===== config.mk =====
export PLATFORM = sky130hd
export DESIGN_NAME = alu_result_stage_flat
export DESIGN_NICKNAME = d
export VERILOG_FILES = /design/src/rtl/alu_result_stage_if.sv /design/src/rtl/alu_result_stage.sv /design/src/flat_wrapper.sv
export SDC_FILE = /design/constraint.sdc
export NUM_CORES = 1
export LEC_CHECK = 0
export CAP_MARGIN = 20
export CORE_MARGIN = 4
export CORE_UTILIZATION = 51
export CTS_CLUSTER_SIZE = 24
export DETAILED_ROUTE_END_ITERATION = 8
export PLACE_DENSITY = 0.89
export SLEW_MARGIN = 40
export SYNTH_ARGS = -nofsm -noshare
export SYNTH_HDL_FRONTEND = slang
export SYNTH_SLANG_ARGS = --single-unit

===== constraint.sdc =====
create_clock -name clk -period 3.75 [get_ports clk]
set_input_delay 0.5625 -clock clk [delete_from_list [all_inputs] [get_ports clk]]
set_output_delay 0.5625 -clock clk [all_outputs]
set_load 0.02 [all_outputs]

===== src/rtl/alu_result_stage_if.sv =====
// Bundle of the ALU-result ingress handshake, the datapath bus beat handshake
// and the architectural HI/LO / bad-op status outputs of alu_result_stage.
// The master side is the environment (ALU + bus consumer); the slave side is the stage.
interface alu_result_stage_if #(
    parameter int DATA_W = 32
);
    logic [DATA_W-1:0] c_lo_in;
    logic [DATA_W-1:0] c_hi_in;
    logic [3:0]        ctrl_in;
    logic              in_valid;
    logic              in_ready;
    logic [DATA_W-1:0] bus_data;
    logic              bus_valid;
    logic              bus_ready;
    logic              bus_is_hi;
    logic              bus_last;
    logic [DATA_W-1:0] hi_out;
    logic [DATA_W-1:0] lo_out;
    logic              bad_op;

    modport master (
        output c_lo_in, c_hi_in, ctrl_in, in_valid, bus_ready,
        input  in_ready, bus_data, bus_valid, bus_is_hi, bus_last,
               hi_out, lo_out, bad_op
    );

    modport slave (
        input  c_lo_in, c_hi_in, ctrl_in, in_valid, bus_ready,
        output in_ready, bus_data, bus_valid, bus_is_hi, bus_last,
               hi_out, lo_out, bad_op
    );
endinterface


===== src/rtl/alu_result_stage.sv =====
// ALU result stage: buffers up to two ALU results, commits mul/div results to
// the architectural HI/LO registers and serialises each buffered result onto
// the datapath bus (one LO beat, or LO then HI for mul/div).
module alu_result_stage #(
    parameter int DATA_W = 32,
    parameter int DEPTH  = 2
) (
    input  logic                 clk,
    input  logic                 reset,
    alu_result_stage_if.slave    io
);

    typedef enum logic {
        S_LO = 1'b0,
        S_HI = 1'b1
    } beat_state_e;

    // Z buffer storage, indexed by 1-bit wrapping pointers
    logic [DATA_W-1:0] loMem_q   [DEPTH];
    logic [DATA_W-1:0] hiMem_q   [DEPTH];
    logic [3:0]        ctrlMem_q [DEPTH];

    logic              wrPtr_q;
    logic              rdPtr_q;
    logic [1:0]        count_q;
    logic [1:0]        count_d;
    beat_state_e       beatState_q;

    logic [DATA_W-1:0] archHi_q;
    logic [DATA_W-1:0] archLo_q;
    logic              badOp_q;

    logic              accept;
    logic              inIsMulDiv;
    logic              inIsBadOp;
    logic              push;
    logic              pop;
    logic              headIsMulDiv;
    logic [3:0]        headCtrl;

    // Handshake decode and occupancy next-state; push/pop together only at count 1
    always_comb begin
        headCtrl     = ctrlMem_q[rdPtr_q];
        headIsMulDiv = (headCtrl == 4'd10) || (headCtrl == 4'd11);
        inIsMulDiv   = (io.ctrl_in == 4'd10) || (io.ctrl_in == 4'd11);
        inIsBadOp    = (io.ctrl_in[3:2] == 2'b11);
        accept       = io.in_valid && io.in_ready;
        push         = accept && !inIsBadOp;
        pop          = io.bus_valid && io.bus_ready &&
                       ((beatState_q == S_HI) || !headIsMulDiv);
        count_d      = count_q;
        if (push && !pop) begin
            count_d = count_q + 2'd1;
        end else if (pop && !push) begin
            count_d = count_q - 2'd1;
        end
    end

    // Bus beat view of the head entry; forced quiet while the buffer is empty
    always_comb begin
        io.in_ready  = (count_q < 2'd2);
        io.bus_valid = (count_q != 2'd0);
        io.bus_data  = '0;
        io.bus_is_hi = 1'b0;
        io.bus_last  = 1'b0;
        if (io.bus_valid) begin
            io.bus_data  = (beatState_q == S_HI) ? hiMem_q[rdPtr_q] : loMem_q[rdPtr_q];
            io.bus_is_hi = (beatState_q == S_HI);
            io.bus_last  = (beatState_q == S_HI) || !headIsMulDiv;
        end
        io.hi_out = archHi_q;
        io.lo_out = archLo_q;
        io.bad_op = badOp_q;
    end

    // Buffer, pointers, beat FSM, HI/LO commit and bad-op pulse
    always_ff @(posedge clk) begin
        if (reset) begin
            for (int i = 0; i < DEPTH; i++) begin
                loMem_q[i]   <= '0;
                hiMem_q[i]   <= '0;
                ctrlMem_q[i] <= '0;
            end
            wrPtr_q     <= 1'b0;
            rdPtr_q     <= 1'b0;
            count_q     <= 2'd0;
            beatState_q <= S_LO;
            archHi_q    <= '0;
            archLo_q    <= '0;
            badOp_q     <= 1'b0;
        end else begin
            count_q <= count_d;
            badOp_q <= accept && inIsBadOp;

            if (push) begin
                loMem_q[wrPtr_q]   <= io.c_lo_in;
                hiMem_q[wrPtr_q]   <= inIsMulDiv ? io.c_hi_in : '0;
                ctrlMem_q[wrPtr_q] <= io.ctrl_in;
                wrPtr_q            <= ~wrPtr_q;
            end

            if (accept && inIsMulDiv) begin
                archLo_q <= io.c_lo_in;
                archHi_q <= io.c_hi_in;
            end

            if (pop) begin
                rdPtr_q <= ~rdPtr_q;
            end

            case (beatState_q)
                S_LO: begin
                    if (io.bus_valid && io.bus_ready && headIsMulDiv) begin
                        beatState_q <= S_HI;
                    end
                end
                S_HI: begin
                    if (io.bus_ready) begin
                        beatState_q <= S_LO;
                    end
                end
                default: beatState_q <= S_LO;
            endcase
        end
    end

endmodule

===== src/flat_wrapper.sv =====
// flat-port wrapper written by rule: the top's interface ports become plain ports
module alu_result_stage_flat 
#(
    parameter int DATA_W = 32,
    parameter int DEPTH  = 2
)
  (clk, reset, io_c_lo_in, io_c_hi_in, io_ctrl_in, io_in_valid, io_bus_ready, io_in_ready, io_bus_data, io_bus_valid, io_bus_is_hi, io_bus_last, io_hi_out, io_lo_out, io_bad_op);
  alu_result_stage_if #(.DATA_W(DATA_W)) io_i ();
  input  logic clk;
  input  logic reset;
  input wire logic [$bits(io_i.c_lo_in)-1:0] io_c_lo_in;
  input wire logic [$bits(io_i.c_hi_in)-1:0] io_c_hi_in;
  input wire logic [$bits(io_i.ctrl_in)-1:0] io_ctrl_in;
  input wire logic [$bits(io_i.in_valid)-1:0] io_in_valid;
  input wire logic [$bits(io_i.bus_ready)-1:0] io_bus_ready;
  output wire logic [$bits(io_i.in_ready)-1:0] io_in_ready;
  output wire logic [$bits(io_i.bus_data)-1:0] io_bus_data;
  output wire logic [$bits(io_i.bus_valid)-1:0] io_bus_valid;
  output wire logic [$bits(io_i.bus_is_hi)-1:0] io_bus_is_hi;
  output wire logic [$bits(io_i.bus_last)-1:0] io_bus_last;
  output wire logic [$bits(io_i.hi_out)-1:0] io_hi_out;
  output wire logic [$bits(io_i.lo_out)-1:0] io_lo_out;
  output wire logic [$bits(io_i.bad_op)-1:0] io_bad_op;
  assign io_i.c_lo_in = io_c_lo_in;
  assign io_i.c_hi_in = io_c_hi_in;
  assign io_i.ctrl_in = io_ctrl_in;
  assign io_i.in_valid = io_in_valid;
  assign io_i.bus_ready = io_bus_ready;
  assign io_in_ready = io_i.in_ready;
  assign io_bus_data = io_i.bus_data;
  assign io_bus_valid = io_i.bus_valid;
  assign io_bus_is_hi = io_i.bus_is_hi;
  assign io_bus_last = io_i.bus_last;
  assign io_hi_out = io_i.hi_out;
  assign io_lo_out = io_i.lo_out;
  assign io_bad_op = io_i.bad_op;
  alu_result_stage #(.DATA_W(DATA_W), .DEPTH(DEPTH)) u_core (.clk(clk), .reset(reset), .io(io_i));
endmodule

# After elaboration in Yosys (flattened, before gate mapping)

Memories as Yosys holds them, arrays and structs flattened. A register that Yosys moved wholly into a read port is not among the register bits.
Index checks and enable logic that the tools add are counted.

ROM bits: 0
Memories kept: 3
Logic and storage cells: 72
Register bits after elaboration: 70
Input bits: 72
Latch bits: 0
RAM bits: 136

$lt $le $gt $ge: 1
Shift-type cells: 0
Mux-type cells: 30
Bitwise operators: 3
$add $sub $neg: 2
Reductions and logical operators: 21
Divide/modulo/power cells: 0
Equality and inequality tests: 5
$mul: 0

Memory list:

| name             | words | width | read ports | clocked after Yosys merged registers in | wr ports | RTL line               | source |
|---|---|---|---|---|---|---|---|
| u_core.hiMem_q   | 2     | 32    | 1          | 1                                       | 2        | alu_result_stage.sv:20 | `logic [DATA_W-1:0] hiMem_q [DEPTH];` |
| u_core.loMem_q   | 2     | 32    | 1          | 1                                       | 2        | alu_result_stage.sv:19 | `logic [DATA_W-1:0] loMem_q [DEPTH];` |
| u_core.ctrlMem_q | 2     | 4     | 1          | 1                                       | 2        | alu_result_stage.sv:21 | `logic [3:0] ctrlMem_q [DEPTH];` |

Operators with widths:

| operator            | count |
|---|---|
| $mux 32             | 5 |
| $reduce_or 32->1    | 2 |
| $mux 1              | 21 |
| $eq 4x4->1 const B  | 4 |
| $logic_and 1x1->1   | 9 |
| $logic_not 1->1     | 4 |
| $mux 2              | 2 |
| $mux 4              | 1 |
| $reduce_bool 2->1   | 2 |
| $reduce_or 4->1     | 1 |
| $logic_or 1x1->1    | 3 |
| $not 1->1           | 3 |
| $add 2x1->2 const B | 1 |
| $eq 2x2->1 const B  | 1 |
| $lt 2x2->1 const B  | 1 |
| $pmux 1 s2          | 1 |
| $sub 2x1->2 const B | 1 |

# Logic depth before layout (Yosys ltp)

Gate-level depths: netlist (run 1).

Depth in word-level cells: 8
Gate-level depth with buffers: 9
Gate-level depth less buffers: 7

# Worst setup path before layout (run 1)

Ideal clock, no wire load.

Path kind: input -> register
Start point: in reset
End point: mem u_core.ctrlMem_q[0][1], enable pin
Data arrival time: 2.770 ns
Buffers on the path: 2
Setup time: 0.436 ns
Path slack: 0.544 ns
Stages on the path: 3
Cells stage by stage: clkbuf_1 -> clkbuf_1 -> nand2b_1

RTL lines:

| element         | RTL line               | source |
|---|---|---|
| start, declared | flat_wrapper.sv:10     | `input logic reset;` |
| end, declared   | alu_result_stage.sv:21 |  |

# Worst setup path after layout (run 1)

Start point: reg u_core.count_q[1]
End point: out io_bus_data[1]

Word-level cells in the longest chain between the ends: 2

Ends and longest elaborated chain:

| element                | RTL line               | source |
|---|---|---|
| start, declared        | alu_result_stage.sv:25 | `logic [1:0] count_q;` |
| start signal, assigned | alu_result_stage.sv:92 | `count_q <= count_d;` |
| $reduce_bool 2->1      | alu_result_stage.sv:62 | `io.bus_valid = (count_q != 2'd0);` |
| $mux 32                | alu_result_stage.sv:66 | `if (io.bus_valid) begin` |
| end, declared          | flat_wrapper.sv:17     | `output wire logic [$bits(io_i.bus_data)-1:0] io_bus_data;` |

No other way between the ends.

==> summary.md, run 1 <==
| Metric | Value |
|---|---|
| Avg Inst Size Synth | approximately 13 um2 |
| Max cap viols | 0 |
| DP Worst Slack | ~1 ns |
| Crit Path Category | flip-flop to output pin |
| Element type at the critical path end | output pin |
| Seq cells post-synth | just over 200 |
| Synth unique cells | 37 |
| Critical path's largest stage delay | 0.67 ns |
| Syn Std Cell Area | 8830 um2 |
| Crit path cell chain | or2_2 > and2_1 > clkdlybuf4s50_1 |
| P per Cell Area | around 570 nW/um2 |
| CTS tree | yes |
| DRC | 0 |
| Max Fclk | around 320 MHz |
| H-tree levels | 1 |
| Startpoint types | flip-flop |
| Post-route minimum period | approximately 3.1 ns |
| Largest net degree at the start of global routing | a little over 70 |
| CP Data Arrival Time | around 2.5 ns |
| Global route total overflow | 0 |
| Net Sw Frac | roughly 28% |
| Initial antenna violation count | 0 |
| Hold Path Origin | u_core.io.lo_out[25]$_SDFFE_PP0P_ |
| Setup tns final | 0 ns |
| Crit path from | u_core.count_q[1]$_SDFFE_PP0P_ |
| Sink Count | about 210 |
| Fin nets | 922 |
| Hold crit path type | flip-flop to flip-flop |
| Ys flop type | edfxtp_1 |
| 1st-pass router iterations | 5 |
| Reg2reg start | u_core.count_q[1]$_SDFFE_PP0P_ |
| Rel. slew slack | 50.2% |
| Total vias in the final route | 6299 |
| Post-CTS setup buffers | 0 |
| Logic pwr share | 25.0% |
| Final Hold Vio Count | 0 |
| Layout cells sized above 1 | 11.4% |
| Post-synth top area share | a little under half |
| Iteration-0 DRC Markers | approximately 490 |
| CP max-delay cell | or2_2 |
| Mapped Cells | ~700 |
| Number of global-route vias before repair | between 6000 and 7000 |
| Seq/Total Area, Yosys | between 60% and 70% |
| RSZ-0062 raised after global routing | no |
| Leading area contributor after synthesis | edfxtp_1 |
| GRT Util Overall | ~22% |
| Internal | between 4 and 5 mW |
| Psw | 1.82 mW |
| Most common cell after layout, fill and taps aside | clkdlybuf4s50_1 |
| P_leak | 4.19 nW |
| Worst Tran Pin Value | ~0.75 ns |
| Worst-path maximum fanout | 35 |
| Setup violators final | 0 |
| Routed wire per std cell | around 20 um |
| Post-route clock skew | roughly 0.0063 ns |
| Synth area leaders | edfxtp_1 46%, dfxtp_1 16%, mux4_2 8.2%, and2_1 7.3%, and3_1 4.5% |
| Mapped Nets | about 800 |
| Clk slew on worst S/H paths | around 0.060 ns |
| Most frequent cells in the layout | 170 x clkdlybuf4s50_1, 134 x edfxtp_1, 103 x and2_1 |
| Gp weighted congestion | between 0.7 and 0.8 |
| Worst Slack Setup Final | around 0.64 ns |
| Die Width | approximately 140 um |
| HPWL after DPL | about 14000 um |
| Synth Warn # | 0 |
| Core area | 16800 um2 |
| Fillers | between 1000 and 1500 |
| Worst vdd ir | 0.395 mV |
| Hold buffer count at CTS | 0 |
| I/O pin count | roughly 170 |
| Synth async-reset ratio | 0% |
| Vias per cell | between 5 and 6 |
| WP data required | around 3.2 ns |
| PortBufs | around 170 |
| Root Driver | clkbuf_16 |
| Post-synth EDFFs | 134 |
| Area grow syn2layout | 29.1% |
| Total CTS buffers | 21 |
| Row Count | 47 |
| Ant. Diodes | 0 |
| First-pass GRT wire length | 34900 um |
| Skew-Pair Late Insertion Delay | about 0.49 ns |
| Max Slew Vio Count | 0 |
| Starting Density | a little over half |
| Number of routed nets with antenna violations | 0 |
| Final worst-path cycle share | 82.8% |
| Die Ht | approximately 140 um |
| Die area | slightly below 20000 um2 |
| Status | finished, final reports clean |
| Max clock buf depth | 3 |
| Seq pwr share | 41.6% |
| Number of gates resized after cts | 0 |
| Total Wirelength | approximately 22000 um |
| Clock power frac | between 30% and 40% |
==> worst max-delay path, delay by kind of cell, from the launching register on <==
kind / cells / cell delay, ns
buf+inv: 1 / 0.65
simple gates: 2 / 0.90
flops: 1 / 0.49
==> power groups by stage <==
stage / clock (mW) / combinational, mW / sequential (mW)
6_report: 2.18 / 1.63 / 2.71
3_3_place_gp: 0 / 1.61 / 2.74
3_5_place_dp: 0 / 1.63 / 2.75
5_1_grt: 2.31 / 1.74 / 2.72
2_1_floorplan: 0 / 0.969 / 2.76
4_1_cts: 2.20 / 1.64 / 2.71
==> worst paths after layout <==
| check | endpoint | slack, ns | cells after the start |
|---|---|---|---|
| setup / recovery | io_bus_data[1] | 0.64 | 3 |
| hold reg to reg | u_core.io.lo_out[25]$_SDFFE_PP0P_ | 0.47 | 2 |
| setup reg to reg | u_core.count_q[1]$_SDFFE_PP0P_ | 1.44 | 6 |
| hold / removal | u_core.io.lo_out[25]$_SDFFE_PP0P_ | 0.47 | 2 |
==> cell usage after synthesis (2+ instances only) <==
| cell type | number |
|---|---|
| a21oi_1 | 67 |
| nand3b_1 | 2 |
| edfxtp_1 | 134 |
| inv_1 | 2 |
| mux4_2 | 32 |
| o21a_1 | 2 |
| dfxtp_1 | 71 |
| buf_6 | 6 |
| nand3_1 | 64 |
| nor2_1 | 4 |
| o21ai_0 | 69 |
| buf_4 | 3 |
| or2_2 | 2 |
| xor2_1 | 2 |
| or3_1 | 2 |
| nand2b_1 | 2 |
| and3_1 | 63 |
| clkbuf_2 | 3 |
| buf_2 | 19 |
| nor3b_1 | 2 |
| and2_1 | 103 |
| clkbuf_1 | 36 |
| nand4b_1 | 2 |
==> cells by family (layout without fill, tap and decap cells) <==
family	count (synthesis)	after routing	synth area share [%]
buffers and inverters	70	226	3.92
AOI/OAI and AO/OA	139	139	7.96
xor gates and xnor gates	2	2	0.198
DFF	205	205	61.6
muxes	32	32	8.16
adders and majority gates	1	1	0.142
and+or+nand+nor	257	257	18.0
==> per-layer routing <==
metal / part of all wire (%) / up-vias / track usage [%]
met5: 0 / - / 0
met4: 2.7 / 0 / 5.71
met3: 8.0 / 45 / 5.56
met2: 50 / 255 / 38.6
met1: 39 / 3111 / 27.7
li1: - / 2888 / -
==> stage by stage <==
step	util, %	instance area (um2)	std cells	power, mW	hold slack (ns)
6_report	68.1	11400	1082	6.51	0.472
5_1_grt	68.1	11400	1082	6.77	0.489
4_1_cts	68.0	11400	1081	6.55	0.474
3_5_place_dp	63.6	10700	1045	4.38	0.466
3_3_place_gp	63.6	10700	1045	4.35	0.460
2_1_floorplan	-	8830	706	3.73	0.510
==> layout make-up <==
class / count / area (um2) / share of cell area, %
inverters: 2 / 7.51 / 0.0658
clock buffers: 30 / 651 / 5.70
multi-input cells: 431 / 3060 / 26.8
well taps: 220 / 275 / 2.41
clock inverters: 6 / 80.1 / 0.702
repair buffers: 188 / 1890 / 16.6
flip-flops and latches: 205 / 5450 / 47.8
==> state kept, by name, indices dropped and copies added, names as in the netlist, named ones only <==
register	cells
u_core.ctrlMem_q	6
u_core.io.lo_out	32
u_core.hiMem_q	64
u_core.io.bad_op	1
u_core.io.hi_out	32
u_core.count_q	2
u_core.rdPtr_q	1
u_core.beatState_q	1
u_core.wrPtr_q	1
u_core.loMem_q	64
No activity file was read; power rests on OpenSTA's default activity.
==> run 2: changes to the inputs <==
--- a/config.mk
+++ b/config.mk
@@ -7,10 +7,10 @@
 export LEC_CHECK = 0
 export CAP_MARGIN = 20
 export CORE_MARGIN = 4
-export CORE_UTILIZATION = 51
+export CORE_UTILIZATION = 47
 export CTS_CLUSTER_SIZE = 24
 export DETAILED_ROUTE_END_ITERATION = 8
-export PLACE_DENSITY = 0.89
+export PLACE_DENSITY = 0.87
 export SLEW_MARGIN = 40
 export SYNTH_ARGS = -nofsm -noshare
 export SYNTH_HDL_FRONTEND = slang
==> constraint.sdc (replaced) <==
create_clock -name clk -period 2.6 [get_ports clk]
set_input_delay 0.39 -clock clk [delete_from_list [all_inputs] [get_ports clk]]
set_output_delay 0.39 -clock clk [all_outputs]
set_load 0.02 [all_outputs]
==> run 2 against run 1 <==
Sequential cell count unchanged. Combinational power up 43%. Critical path type unchanged. Sequential share of layout area down 0.31 points.
==> summary.md, run 2 (synthesis results as in run 1) <==
| Metric | Value |
|---|---|
| Total CTS buffers | 22 (+4.8%) |
| Max Fclk | 399 MHz |
| DRC | 0 (unchanged) |
| Gp weighted congestion | 0.729 (+0.91%) |
| Worst Slack Setup Final | 0.0959 ns (-0.548 ns) |
| Psw | 2.64 mW (+45%) |
| CP max-delay cell | mux4_2 |
| RSZ-0062 raised after global routing | no |
| Core area | 18200 um2 (+8.6%) |
| Post-route clock skew | 0.00654 ns (+0.000258 ns) |
| Initial antenna violation count | 1 (+1) |
| DP Worst Slack | 0.361 ns (-0.639 ns) |
| Iteration-0 DRC Markers | 405 (-17%) |
| Skew-Pair Late Insertion Delay | 0.49 ns (about the same) |
| Crit Path Category | flip-flop to output pin |
| Layout cells sized above 1 | 11.8% (+0.43 points) |
| Die Width | 145 um (+3.9%) |
| Area grow syn2layout | 30.0% |
| Sink Count | 205 (unchanged) |
| P per Cell Area | 810 nW/um2 (+42%) |
| GRT Util Overall | 19.6% (-2.5 points) |
| Top Registers | u_core.hiMem_q (64), u_core.loMem_q (64) |
| Root Driver | clkbuf_16 |
| Logic pwr share | 25.1% (about the same) |
| Most frequent cells in the layout | 136 x clkdlybuf4s50_1, 134 x edfxtp_1, 103 x and2_1 |
| Most common cell after layout, fill and taps aside | clkdlybuf4s50_1 |
| Fillers | 1364 (+17%) |
| First-pass GRT wire length | 33800 um (-3.0%) |
| Max clock buf depth | 3 (unchanged) |
| Net Sw Frac | 28.4% (+0.41 points) |
| Internal | 6.66 mW (+42%) |
| Setup violators final | 0 (unchanged) |
| Worst setup endpoint | io_bus_data[31] |
| Startpoint types | flip-flop |
| PortBufs | 171 (unchanged) |
| Hold buffer count at CTS | 0 (unchanged) |
| Vias per cell | 5.65 (-2.9%) |
| Clk slew on worst S/H paths | 0.06 ns (about the same) |
| Seq pwr share | 42.0% (+0.4 points) |
| Util after Layout | 63.1% (-5.0 points) |
| Routed wire per std cell | 19.4 um (-5.2%) |
| I/O pin count | 173 (unchanged) |
| Die Ht | 145 um (+3.9%) |
| 1st-pass router iterations | 5 (unchanged) |
| Reg area | 5450 um2 (unchanged) |
| R2R setup slack | 0.54 ns (-0.90 ns) |
| Hold crit path type | input port to flip-flop |
| Ant. Diodes | 0 (unchanged) |
| Post-route minimum period | between 2 and 3 ns |
| Worst-path maximum fanout | 9 (-74%) |
| Starting Density | 48.5% (-4.2 points) |
| Worst Tran Pin Value | 0.537 ns (-0.210 ns) |
| WP data required | 2.21 ns (-0.98 ns) |
| CTS tree | yes |
| HPWL after DPL | 13400 um (-0.90%) |
| Element type at the critical path end | output pin |
| Final Hold Vio Count | 0 (unchanged) |
| Number of global-route vias before repair | 6413 (-0.45%) |
| H-tree levels | 1 (unchanged) |
| Worst vdd ir | 0.506 mV (+28%) |
| Total vias in the final route | 6227 (-1.1%) |
| Worst Reg-to-Reg Cells | 7 (+1) |
| CP Data Arrival Time | 2.11 ns (-0.43 ns) |
| Critical path's largest stage delay | 0.52 ns (-0.15 ns) |
| Status | finished, final reports clean |
| Final worst-path cycle share | 96.3% |
| Fin nets | 930 (+0.87%) |
| Die area | 21100 um2 (+8.0%) |
| Multi-input gate area in the final layout | 3060 um2 (about the same) |
| Crit path cell chain | buf_6 > mux4_2 > and2_1 > dlygate4sd2_1 |
| Number of routed nets with antenna violations | 0 (unchanged) |
| Max Slew Vio Count | 0 (unchanged) |
| Global route total overflow | 0 (unchanged) |
| R2r endpoint | u_core.count_q[1]$_SDFFE_PP0P_ |
| Largest net degree at the start of global routing | 129 (+82%) |
| Clock power frac | 32.9% (-0.5 points) |
| Total Wirelength | 21400 um (-3.5%) |
| P_leak | 4.40 nW (+4.9%) |
| Row Count | 49 (+4.3%) |
| Max cap viols | 0 (unchanged) |
| Rel. slew slack | 64.2% (+14 points) |
run 2: cell count changes in the layout (fill, tap and decap cells not counted), moves of 3 or more:
cell / change
buf_12: +3
clkbuf_8: -3
dlygate4sd2_1: +32
clkbuf_1: +4
clkdlybuf4s50_1: -34
buf_4: +3
run 2: through the flow:
stage          TNS (ns)  hold slack (ns)  std cells  total power, mW  cell area, um2
3_5_place_dp          0            0.467       1061             6.42           10800
2_1_floorplan         0            0.510        706             5.37            8840
6_report              0            0.394       1102             9.30           11500
3_3_place_gp          0            0.461       1061             6.38           10800
4_1_cts         -0.0978            0.381       1101             9.36           11500
5_1_grt               0            0.396       1102             9.71           11500
run 2: power groups by stage:
stage	Clock (mW)	Sequential (mW)	Combinational, mW
detailed placement	0	3.97	2.45
global route	3.26	3.93	2.52
global placement	0	3.95	2.43
floorplan	0	3.97	1.40
finish	3.06	3.91	2.33
CTS	3.12	3.90	2.34
run 2: area by class of cell:
class,instances,area share [%]
clock buffer,32,5.66
clock inverter,8,0.599
inverter,2,0.0654
multi-input combinational,431,26.7
sequential,205,47.4
tap,229,2.50
timing repair buffer,195,17.1
run 2: worst min-delay path by stage:
stage,startpoint,cells past startpoint,end
final,reset,2,u_core.io.hi_out[9]$_SDFFE_PP0P_
after global routing,reset,2,u_core.io.lo_out[31]$_SDFFE_PP0P_
after CTS,reset,2,u_core.io.hi_out[9]$_SDFFE_PP0P_
after detailed placement,u_core.io.hi_out[14]$_SDFFE_PP0P_,2,u_core.io.hi_out[14]$_SDFFE_PP0P_
after global placement,u_core.io.hi_out[30]$_SDFFE_PP0P_,2,u_core.io.hi_out[30]$_SDFFE_PP0P_
after floorplan,u_core.wrPtr_q$_SDFFE_PP0P_,2,u_core.wrPtr_q$_SDFFE_PP0P_
run 2: layer usage:
layer	vias to the layer above	GRT usage (%)	share of wire, %
met5	-	0	0.061
met4	2	5.27	2.2
met3	36	5.83	8.2
met2	224	33.2	49
met1	3057	24.8	40
li1	2908	-	-
run 2: critical path, delay by kind of cell (launching register included):
family | cells | cell delay (ns)
simple gates | 1 | 0.17
buf+inv | 2 | 0.53
flops | 1 | 0.40
mux | 1 | 0.52
run 2: repair_timing:
| item | 4_1_cts | 5_1_grt |
|---|---|---|
| pin swaps | 0 | 0 |
| resized for setup | 34 | 2 |
| setup endpoints to repair | 34 | 13 |
| cloned | 0 | 1 |
| setup buffers | 0 | 0 |
==> variant 1 (settings of run 1) <==
`DEPTH` is set to 2 in 2 places; all go to 4.
--- a/src/rtl/alu_result_stage.sv
+++ b/src/rtl/alu_result_stage.sv
@@ -3,7 +3,7 @@
 // the datapath bus (one LO beat, or LO then HI for mul/div).
 module alu_result_stage #(
     parameter int DATA_W = 32,
-    parameter int DEPTH  = 2
+    parameter int DEPTH  = 4
 ) (
     input  logic                 clk,
     input  logic                 reset,
--- a/src/flat_wrapper.sv
+++ b/src/flat_wrapper.sv
@@ -2,7 +2,7 @@
 module alu_result_stage_flat 
 #(
     parameter int DATA_W = 32,
-    parameter int DEPTH  = 2
+    parameter int DEPTH  = 4
 )
   (clk, reset, io_c_lo_in, io_c_hi_in, io_ctrl_in, io_in_valid, io_bus_ready, io_in_ready, io_bus_data, io_bus_valid, io_bus_is_hi, io_bus_last, io_hi_out, io_lo_out, io_bad_op);
   alu_result_stage_if #(.DATA_W(DATA_W)) io_i ();
Behaviour: same outputs for any inputs over 4 cycles, from zero or initial values and one cycle with reset high; that may be too few to reach the edited logic, so the function may still have changed.
==> variant 1 against run 1 <==
- worst hold slack worse by 0.016 ns
- global-route usage is 0.80 points higher
- maximum frequency fell by 2.6%
- wire length increased by 2.5%
- power about the same
- design area up 0.26%
- synthesized cell count down 0.57%
- worst setup slack got worse by 0.083 ns
- area after synthesis decreased by 0.51%
- sequential cell count stayed put
- critical path type unchanged
- critical endpoint is now io_bus_data[3]
- highest routed layer unchanged
==> variant 1: results (changes against run 1) <==
metric,value,unit,change
largest net degree at the start of global routing,66,,-7.0%
mux cell area share after synthesis,8.20,%,+0.042 points
adder-cell share of the synthesized area,0.142,%,+0.00073 points
peak supply drop,0.277,mV,-30%
Fillers,1160,,-0.60%
Inst Count DP,1051,,+0.57%
Synth Area in Compound Gates,8.17,%,+0.21 points
Non-CTS inverters,3,,+1
DPL Wire Length,14.1,mm,+4.4%
Wirelength per Cell,20.8,µm,+1.7%
TritonCTS buffer count,22,,+4.8%
sink of the worst hold path,u_core.wrPtr_q,,
layout cell share with drive strength beyond 1,11.1,%,-0.23 points
worst slew pin tran,0.800,ns,+0.0526 ns
outcome,"finished, final reports clean",,
multi-input logic area,0.00309,mm²,+1.0%
min-delay worst type,in2reg,,
"Arr. time, crit path",2.63,ns,+0.09 ns
Worst Skew,0.00558,ns,-0.000698 ns
GRT Util Overall,22.9,%,+0.80 points
cell count after synthesis,702,,-0.57%
sequential share of the synthesized area,62.0,%,+0.32 points
synth top area cells,"edfxtp_1, dfxtp_1, and2_1",,
final WL,22.7,mm,+2.5%
DR iter-0 viols,448,,-8.0%
nonclk buf count,189,,+0.53%
hold_sp,reset,,
RePlAce Congestion,0.731,,+1.3%
multi-input gates,434,,+0.70%
nets@finish,928,,+0.65%
Static Leak,0.00402,µW,-4.1%
Setup crit start,u_core.beatState_q,,
CP Max Fanout,21,,-40%
CP endpoint,io_bus_data[3],,
[variant 1: changes by cell type after synthesis, moves of 3 or more]
cell,before,now
buf_6,6,1
buf_2,19,6
clkbuf_2,3,6
clkbuf_1,36,42
and3_1,63,0
and2_1,103,167
[variant 1: power breakdown]
part / total, µW / switching, µW / leakage [µW] / internal, µW
Combinational: 1570 / 857 / 0.00167 / 716
Clock: 2170 / 858 / 0.000361 / 1320
Sequential: 2760 / 127 / 0.00199 / 2630
Total: 6500 / 1840 / 0.00402 / 4660
[variant 1: layer usage]
metal,up-vias,wire [µm],share of wire (%),GRT usage [%]
li1,2856,-,-,-
met4,0,379,1.7,5.97
met5,-,0,0,0
met3,31,1770,7.8,5.52
met1,3078,8720,38,28.0
met2,248,11800,52,40.9
[variant 1: worst max-delay path, stage by stage (launching register included)]
cell	delay (ns)
dfxtp_2	0.62
buf_4	0.41
mux4_2	0.37
and2_1	0.18
clkdlybuf4s50_1	0.55
[variant 1: stage by stage]
stage          area, µm²  util, %  worst slack, ns  power [µW]  hold WS [ns]
4_1_cts            11400     68.2            0.291        6550         0.432
2_1_floorplan       8790        -            0.543        3700         0.513
5_1_grt            11400     68.2            0.451        6750         0.444
6_report           11400     68.2            0.560        6500         0.456
3_5_place_dp       10700     63.9            0.813        4380         0.468
3_3_place_gp       10700     63.7            0.842        4330         0.460
[variant 1: cells by family after synthesis]
kind of cell             Yosys count
AND/OR/NAND/NOR                  258
flip-flops                       205
AO/OA/AOI/OAI                    141
buffers and inverters             63
multiplexers                      32
XOR/XNOR                           2
adder cells (fa/ha/maj)            1
==> variant 2 (flow settings as in run 1) <==
Without the edit above. Reset style: asynchronous (`reset`), changed in one clocked block.
--- a/src/rtl/alu_result_stage.sv
+++ b/src/rtl/alu_result_stage.sv
@@ -74,7 +74,7 @@
     end
 
     // Buffer, pointers, beat FSM, HI/LO commit and bad-op pulse
-    always_ff @(posedge clk) begin
+    always_ff @(posedge clk or posedge reset) begin
         if (reset) begin
             for (int i = 0; i < DEPTH; i++) begin
                 loMem_q[i]   <= '0;
Behaviour: differs if reset is asserted again (counterexample within 4 cycles, from zero or initial values and one cycle with reset high); with reset held inactive, the same outputs for 4 cycles.
==> variant 2 against run 1 <==
- sequential cell count decreased by 1
- count of clock-buffer cells in the layout decreased by 1
- synthesized cell count decreased by 20%
- die area increased by 1.0%
- first-iteration DRC count decreased by 70%
- wire length decreased by 9.1%
- global-route usage decreased by 1.2 points
- largest cell class unchanged
- critical endpoint is now io_bus_last
- area after synthesis increased by 1.1%
- worst setup slack got worse by 0.27 ns
- design area increased by 1.4%
- critical path type unchanged
Power is not compared: it rests on default switching activity, and its combinational part moved more than twofold at a synthesized area within 25%.
==> variant 2: results (changes against run 1) <==
metric,value,unit,change
Relative slew margins,47.2,%,-3.0 points
R2R Setup Slk,1.31,ns,-0.13 ns
TritonCTS buffer count,22,,+4.8%
Non-CTS inverters,3,,+1
RePlAce Congestion,0.760,,+5.3%
synthesized flop and latch total,204,,-0.49%
nets@finish,808,,-12%
Signal buf overhead,16.2,%,-0.40 points
fraction of area in multi-input gates,31.3,%,+4.5 points
met1 usage,24.7,%,-3.0 points
Syn Nets,637,,-18%
DR WL met3,1.01,mm,-43%
Setup crit start,u_core.rdPtr_q,,
vias per cell,5.46,,-6.2%
"Arr. time, crit path",2.82,ns,+0.28 ns
Post-CTS Setup Repair Bufs,0,,unchanged
nonclk buf count,182,,-3.2%
Worst path top cell family by delay,buffers and inverters,,
synth top area cells,"dfrtp_1, mux2_2, mux4_2",,
worst r2r path cells,8,,+2
slowest cell delay on critical path,0.84,ns,+0.17 ns
largest net degree at the start of global routing,103,,+45%
DPL Wire Length,13.6,mm,+0.65%
layout cell share with drive strength beyond 1,35.2,%,+24 points
GR Layer Usage met2,38.4,%,-0.24 points
n_diodes,0,,unchanged
list of most frequent post-synthesis cells,"dfrtp_1, mux2_2, and2_1, nor2b_1, mux4_2",,
peak supply drop,0.548,mV,
Worst Skew,0.0184,ns,+0.0121 ns
vias in the first global route,6210,,-3.6%
hold_sp,u_core.hiMem_q[41],,
global-route wire length before repair,33.2,mm,-4.8%
"Clk Latency, worst-skew pair",0.51,ns,+0.02 ns
ys async rst share,100,%,+100 points
final WL,20.1,mm,-9.1%
final hold slack,0.486,ns,+0.0145 ns
multi-input gates,322,,-25%
outcome,"finished, final reports clean",,
CP Max Fanout,24,,-31%
"Distinct cells, synth",32,,-14%
DR iter-0 viols,147,,-70%
cts repair resizes,0,,unchanged
Pre-antenna DRT Iters,4,,-1
sequential share of the synthesized area,57.2,%,-4.5 points
clock buffers,29,,-3.3%
Crit Reg-Reg Endpoint,u_core.count_q[1],,
GRT Util Overall,20.9,%,-1.2 points
clock-cell share of area,5.85,%,-0.56 points
wire length on met1,7.83,mm,-9.6%
Fillers,1136,,-2.7%
FF/Latch Area,0.00511,mm²,-6.2%
Static Leak,0.00509,µW,
hold path depth,1,,-1
metal2 WL,10.8,mm,-3.3%
sink of the worst hold path,u_core.hiMem_q[41],,
"Slowest-stage cell, CP",dfrtp_2,,
grt met3 use,4.13,%,-1.4 points
==> variant 2: per-stage QoR <==
stage	setup WS (ns)	power [µW]	instances	cell area [µm²]
detailed placement	0.865	8520	936	10900
CTS	0.356	10600	976	11600
floorplan	0.543	6470	564	8940
finish	0.369	10500	976	11600
global route	0.251	11000	976	11600
global placement	0.927	8270	936	10900
==> variant 2: kinds of logic after synthesis <==
family	Yosys count	share of synthesized area (%)
buffers and inverters	38	2.54
adder cells (fa/ha/maj)	1	0.140
AO/OA/AOI/OAI	7	0.546
flip-flops	204	57.2
XOR/XNOR	4	0.392
AND/OR/NAND/NOR	80	5.79
multiplexers	230	33.5
==> variant 2: worst max path at each step <==
stage / to / slack [ns] / cells after the start
after detailed placement: u_core.io.hi_out[8] / 0.87 / 6
final: io_bus_last / 0.37 / 5
after global placement: io_bus_last / 0.93 / 5
after CTS: io_bus_last / 0.36 / 5
after global routing: io_bus_last / 0.25 / 5
after floorplan: u_core.beatState_q / 0.54 / 1
